`src/rtl/input_conditioner_pkg.sv`:
```
// input_conditioner_pkg: state encoding and default parameters shared by the input conditioner.
package input_conditioner_pkg;

    localparam int SYNC_STAGES_DEF     = 2;
    localparam int DEBOUNCE_CYCLES_DEF = 16;

    typedef enum logic [1:0] {
        ST_LOW,
        ST_WAIT_HIGH,
        ST_HIGH,
        ST_WAIT_LOW
    } state_t;

endpackage

```
`src/rtl/sync_chain.sv`:
```
// sync_chain: multi-flop synchronizer bringing an asynchronous level into the clk domain.
module sync_chain #(
    parameter int STAGES = 2
) (
    input  logic clk,
    input  logic reset,
    input  logic d,
    output logic q
);

    logic [STAGES-1:0] ff_q;

    always_ff @(posedge clk or negedge reset) begin
        if (!reset) ff_q <= '0;
        else        ff_q <= {ff_q[STAGES-2:0], d};
    end

    assign q = ff_q[STAGES-1];

endmodule

```
`src/rtl/input_conditioner.sv`:
```
// input_conditioner: synchronizes and debounces a raw level, with edge pulses and a qualification flag.
module input_conditioner
    import input_conditioner_pkg::*;
#(
    parameter int SYNC_STAGES     = SYNC_STAGES_DEF,
    parameter int DEBOUNCE_CYCLES = DEBOUNCE_CYCLES_DEF
) (
    input  logic clk,
    input  logic reset,
    input  logic din,
    input  logic en,
    output logic q,
    output logic rise,
    output logic fall,
    output logic busy
);

    localparam int            CW      = $clog2(DEBOUNCE_CYCLES);
    localparam logic [CW-1:0] CNT_MAX = CW'(DEBOUNCE_CYCLES - 1);

    state_t        state_q, state_d;
    logic [CW-1:0] cnt_q, cnt_d;
    logic          rise_q, rise_d, fall_q, fall_d;
    logic          s;

    sync_chain #(.STAGES(SYNC_STAGES)) u_sync (
        .clk  (clk),
        .reset(reset),
        .d    (din),
        .q    (s)
    );

    always_ff @(posedge clk or negedge reset) begin
        if (!reset) begin
            state_q <= ST_LOW;
            cnt_q   <= '0;
            rise_q  <= 1'b0;
            fall_q  <= 1'b0;
        end else begin
            state_q <= state_d;
            cnt_q   <= cnt_d;
            rise_q  <= rise_d;
            fall_q  <= fall_d;
        end
    end

    // A return of s to the current level wins over a commit in the same cycle.
    always_comb begin
        state_d = state_q;
        cnt_d   = cnt_q;
        rise_d  = 1'b0;
        fall_d  = 1'b0;
        unique case (state_q)
            ST_LOW: if (s) begin
                state_d = ST_WAIT_HIGH;
                cnt_d   = '0;
            end
            ST_HIGH: if (!s) begin
                state_d = ST_WAIT_LOW;
                cnt_d   = '0;
            end
            ST_WAIT_HIGH: begin
                if (!s) begin
                    state_d = ST_LOW;
                    cnt_d   = '0;
                end else if (en) begin
                    state_d = (cnt_q == CNT_MAX) ? ST_HIGH : ST_WAIT_HIGH;
                    cnt_d   = (cnt_q == CNT_MAX) ? '0 : cnt_q + 1'b1;
                    rise_d  = (cnt_q == CNT_MAX);
                end
            end
            ST_WAIT_LOW: begin
                if (s) begin
                    state_d = ST_HIGH;
                    cnt_d   = '0;
                end else if (en) begin
                    state_d = (cnt_q == CNT_MAX) ? ST_LOW : ST_WAIT_LOW;
                    cnt_d   = (cnt_q == CNT_MAX) ? '0 : cnt_q + 1'b1;
                    fall_d  = (cnt_q == CNT_MAX);
                end
            end
        endcase
    end

    assign q    = (state_q == ST_HIGH) || (state_q == ST_WAIT_LOW);
    assign busy = (state_q == ST_WAIT_HIGH) || (state_q == ST_WAIT_LOW);
    assign rise = rise_q;
    assign fall = fall_q;

endmodule

```
`config.mk`:
```
export PLATFORM = sky130hd
export DESIGN_NAME = input_conditioner
export DESIGN_NICKNAME = d
export VERILOG_FILES = /design/src/rtl/input_conditioner_pkg.sv /design/src/rtl/sync_chain.sv /design/src/rtl/input_conditioner.sv
export SDC_FILE = /design/constraint.sdc
export NUM_CORES = 1
export LEC_CHECK = 0
export ABC_AREA = 0
export ABC_CLOCK_PERIOD_IN_PS = 3140
export BUFFER_PORTS_ARGS = -buffer_cell sky130_fd_sc_hd__buf_2
export CAP_MARGIN = 40
export CORE_UTILIZATION = 30
export CTS_BUF_LIST = sky130_fd_sc_hd__clkbuf_4
export CTS_CLUSTER_SIZE = 30
export DETAILED_ROUTE_END_ITERATION = 10
export GPL_ROUTABILITY_DRIVEN = 0
export HOLD_SLACK_MARGIN = 0.02
export PLACE_DENSITY = 0.45
export SKIP_CTS_REPAIR_TIMING = 1
export SLEW_MARGIN = 40
export SYNTH_ARGS = -nofsm -noshare
export SYNTH_HDL_FRONTEND = slang
export SYNTH_SLANG_ARGS = --single-unit
```
`constraint.sdc`:
```
create_clock -name clk -period 3.14 [get_ports clk]
set_input_delay 0.628 -clock clk [delete_from_list [all_inputs] [get_ports clk]]
set_output_delay 0.628 -clock clk [all_outputs]
set_load 0.005 [all_outputs]
```
Word level (Yosys, flattened, before mapping). Index checks and enable logic that the tools add are counted.

Register bits: 10. Latch bits: 0. Bits in writable memories: 0. Bits in read-only memories: 0. Input port bits: 4. Output and inout bits: 4. Logic and storage cells: 40. Memories kept: 0.

Add/sub/neg operators: 1. Multipliers: 0. Div/mod/pow operators: 0. Order comparisons: 0. Equality and inequality tests: 8. Shift-type cells: 0. Multiplexer cells: 21. Bitwise logic cells: 0. Reduce and logical (&&, ||, !) cells: 5.

Operators with widths (number): 4-bit two-way mux (6); 2-bit two-way mux (8); 4-bit case mux with 4 select lines (1); 2-bit case mux with 4 select lines (1); 1-bit two-way mux (5); 4-bit by 1-bit adder with 4-bit output (second input constant) (1); 2-bit == test (second input constant) (2); 4-bit == test (second input constant) (1); 4-bit AND reduction (1); 3-bit by 2-bit != test with 1-bit output (second input constant) (1); 3-bit != test (second input constant) (1); 2-bit by 1-bit == test with 1-bit output (second input constant) (1); 2-bit zero test (1); 1-bit logical OR (2); 2-bit by 1-bit != test with 1-bit output (second input constant) (1); 2-bit != test (second input constant) (1); 2-bit AND reduction (1).

Logic depth before layout (Yosys ltp).
Depth in word-level cells: 5. Gate-level depth with buffers: 4. Mapped depth without buffers: 4.

Cells and area by module. From an unflattened synthesis, not the netlist that was laid out.

Cells, all modules: 39. Area, all modules: 478.0 µm².

Modules (own cells, without submodules): input_conditioner (instances 1, cells an instance 37, area each 427.9 µm², sequential area each 200.2 µm²); sync_chain (instances 1, cells an instance 2, area each 50.0 µm², sequential area each 50.0 µm²).

Worst setup path after synthesis. No wires, ideal clock.

Path kind: input to register. From: in en. To: reg with a tool-made name. Library setup time: 125 ps. Arrival: 1361 ps. Data required time: 3015 ps. Slack: 1654 ps. Stages on the path: 4. Buffers on the path: 1. Path through: clkbuf_2 and4_4 nand2_2 mux2_2.

RTL lines: from (decl) (line input_conditioner.sv:11) `input logic en,`.

Worst setup path in the final report.
From: reg state_q[0]. To: out busy.

Longest elaborated chain between the ends: 2. Elaborated cells between the ends (all ways): 3. Classes of those cells: eq/ne (2); reduce/logical (1).

RTL lines: from (decl) (line input_conditioner.sv:21) `state_t state_q, state_d;`; from (signal assigned) (line input_conditioner.sv:40) `state_q <= state_d;`; 2-bit by 1-bit == test with 1-bit output or 2-bit == test (tied branches) (line input_conditioner.sv:86) `assign busy = (state_q == ST_WAIT_HIGH) || (state_q == ST_WAIT_LOW);`; 1-bit logical OR (*) (line input_conditioner.sv:86); to (decl) (line input_conditioner.sv:15) `output logic busy`.

Every way passes the cells marked *; elsewhere a longest branch is shown, timed or not.

==> results.json <==
{
  "track_usage": 0.108,
  "layout-drive-gt1-share": 0.354,
  "yosysTopAreaCell": "dfrtp_1",
  "clkSlewWorstSetupHoldPaths_ps": 70,
  "overflow": 0,
  "start_util": 0.320,
  "drt-wirelength-per-cell_microns": 13.4,
  "r2r_slack_ps": 1720,
  "max-vdd-ir-drop_mv": 0.233,
  "cp_cell_sequence": "buf_2",
  "max_stage_delay_ps": 520,
  "wirelength_microns": 856,
  "fin_skew_ps": 5.21,
  "r2r_start": "cnt_q[0]$_DFFE_PN0P_",
  "num-nets-final": 54,
  "cap_violations": 0,
  "worstSkewPairLatency_ps": 260,
  "die_h_microns": 41.9,
  "synth_area_sq_um": 477,
  "cts_made_buffers": 3,
  "die-area_sq_um": 1750,
  "fin_setup_tns_ps": 0,
  "synth_area_leaders": "dfrtp_1 (52%), nor3b_1 (4.7%), a31oi_1 (3.9%)",
  "cts-htree-levels": 1,
  "clock-sinks": 10,
  "power_frac_comb": 0.071,
  "drc": 0,
  "fp-row-count": 14,
  "worst_pin_slew_ps": 388,
  "syn_avg_cell_area_sq_um": 11.6,
  "crit_path_max_fanout": 10,
  "power_w": 0.000243,
  "antenna_found_initial": 0,
  "finalSetupViolations": 0,
  "synth_seq_cells": 10,
  "hpwl_microns": 604,
  "firstDrtPassIters": 4,
  "n_antenna_cell": 0,
  "portBuffers": 7,
  "worstPathRequired_ps": 2510,
  "syn_inst": 41,
  "rsz0062_at_grt": "false",
  "dpl_cell_area_sq_um": 509,
  "whs_ps": 212,
  "min_period_over_period": 0.504,
  "worstHoldPathType": "in -> async",
  "p_leak_nw": 0.248,
  "initialDrtViolationCount": 7,
  "crit_path_end_kind": "output port",
  "synth_cell_type_count": 26,
  "status": "finished clean",
  "fmax_mhz": 632,
  "clkPwrFrac": 0.359,
  "ys_seq_area_frac": 0.525,
  "ant_nets": 0,
  "synth.top_cell.area_share": 0.525,
  "worstRegToRegCells": 4,
  "worstPathArrival_ps": 950,
  "stdcell_count": 64,
  "grt_pass1_vias": 328,
  "critical-path-slowest-cell": "dfrtp_1",
  "hold_viol_final": 0,
  "cp-start-kind": "flop",
  "final.min_clock_period_ps": 1580,
  "cts_tree": "built",
  "num_vias": 327,
  "io_pins": 8,
  "dp_cells": 60,
  "max_slew_margin": 0.741,
  "intPower_w": 0.000186,
  "p_sw_frac": 0.232,
  "path_class": "reg -> out",
  "path_buf_inv": 1,
  "viasPerCell": 5.11,
  "maxSlewViolCount": 0,
  "power.density_nw_per_um2": 453,
  "grt_pass1_wl_mm": 1.37,
  "die_w_microns": 41.9,
  "cp_top_family": "flip-flops",
  "power_frac_seq": 0.571,
  "clk_root_buffer_cell": "clkbuf_4",
  "p_switching_w": 0.0000562,
  "yosysWarnings": 0,
  "design_area_sq_um": 536,
  "grt_max_degree": 11,
  "clk_path_buf_depth": 2,
  "core_area_sq_um": 1490,
  "synth_nets": 46,
  "syn2layout_area_growth_pct": 12.3
}
-- power groups by stage --
stage,Sequential (W),Combinational [W],Clock (W)
after floorplan,0.000138,0.0000133,0
after global placement,0.000141,0.0000168,0
after detailed placement,0.000141,0.0000174,0
after CTS,0.000138,0.0000174,0.0000922
after global routing,0.000139,0.0000197,0.000101
final,0.000138,0.0000171,0.0000871
-- layout make-up --
type | instances | area, sq um
clock inverter | 1 | 3.75
multi-input combinational | 26 | 200
timing repair buffer | 7 | 35.0
sequential | 10 | 250
fill | 159 | 953
inverter | 1 | 3.75
clock buffer | 3 | 22.5
tap | 16 | 20.0
-- synth_stat cells --
cell type	number
a31oi_1	3
and4_4	1
clkbuf_1	1
and4_1	1
buf_2	1
and2_2	1
xor2_2	1
nand3_1	1
a31o_2	1
nand4b_1	1
mux2i_1	1
nand2b_1	2
o21ai_0	1
nand4_1	1
mux2_2	1
clkbuf_2	1
dfrtp_1	10
nand2_2	1
dlygate4sd1_1	1
nand2_1	2
o22ai_1	1
nor3b_1	3
a41oi_1	1
or2_2	1
inv_1	1
ha_1	1
-- stage by stage --
step | util | worst slack [ps]
finish | 0.360 | 1560
global route | 0.360 | 1500
CTS | 0.360 | 1550
detailed placement | 0.342 | 1590
global placement | 0.342 | 1620
floorplan | - | 1650
-- cell families (layout without fill, tap and decap cells) --
logic type / Yosys count / in the layout / share of synthesized area
simple gates: 15 / 15 / 0.215
flops: 10 / 10 / 0.525
compound gates: 7 / 7 / 0.0997
buf+inv: 5 / 12 / 0.0551
mux: 2 / 2 / 0.0446
fa+ha+maj: 1 / 1 / 0.0262
xor+xnor: 1 / 1 / 0.0341
-- worst max path at each step --
stage               cells after the start  endpoint                   start  slack, ps
finish                                  1      busy  state_q[0]$_DFFE_PN0P_       1560
global route                            1      busy  state_q[0]$_DFFE_PN0P_       1500
CTS                                     1      busy  state_q[0]$_DFFE_PN0P_       1550
detailed placement                      4      flop                      en       1590
global placement                        4      flop                      en       1620
floorplan                               4      flop                      en       1650
-- sequential cells by signal (all words and copies together) (netlist names), named ones only --
name / count
state_q: 1
cnt_q: 4
u_sync.ff_q: 2
fall: 1
rise: 1
-- cell usage in the layout (no fill, tap or decap) --
| cell | count |
|---|---|
| and4_4 | 1 |
| dfrtp_1 | 10 |
| o22ai_1 | 1 |
| and4_1 | 1 |
| nand2_2 | 1 |
| a31oi_1 | 3 |
| clkbuf_4 | 3 |
| mux2_2 | 1 |
| ha_1 | 1 |
| nor3b_1 | 3 |
| nand2_1 | 2 |
| clkinv_1 | 1 |
| inv_1 | 1 |
| a41oi_1 | 1 |
| buf_2 | 7 |
| nand4_1 | 1 |
| or2_2 | 1 |
| a31o_2 | 1 |
| nand4b_1 | 1 |
| and2_2 | 1 |
| o21ai_0 | 1 |
| nand2b_1 | 2 |
| nand3_1 | 1 |
| mux2i_1 | 1 |
| xor2_2 | 1 |
-- layer usage --
layer	global-route usage	vias to the layer above	wire length, microns
met5	0	-	0
met4	0.0774	0	0
met2	0.184	4	455
li1	-	162	-
met3	0.0304	0	30
met1	0.112	161	370
Power figures use the tool's default switching activity.
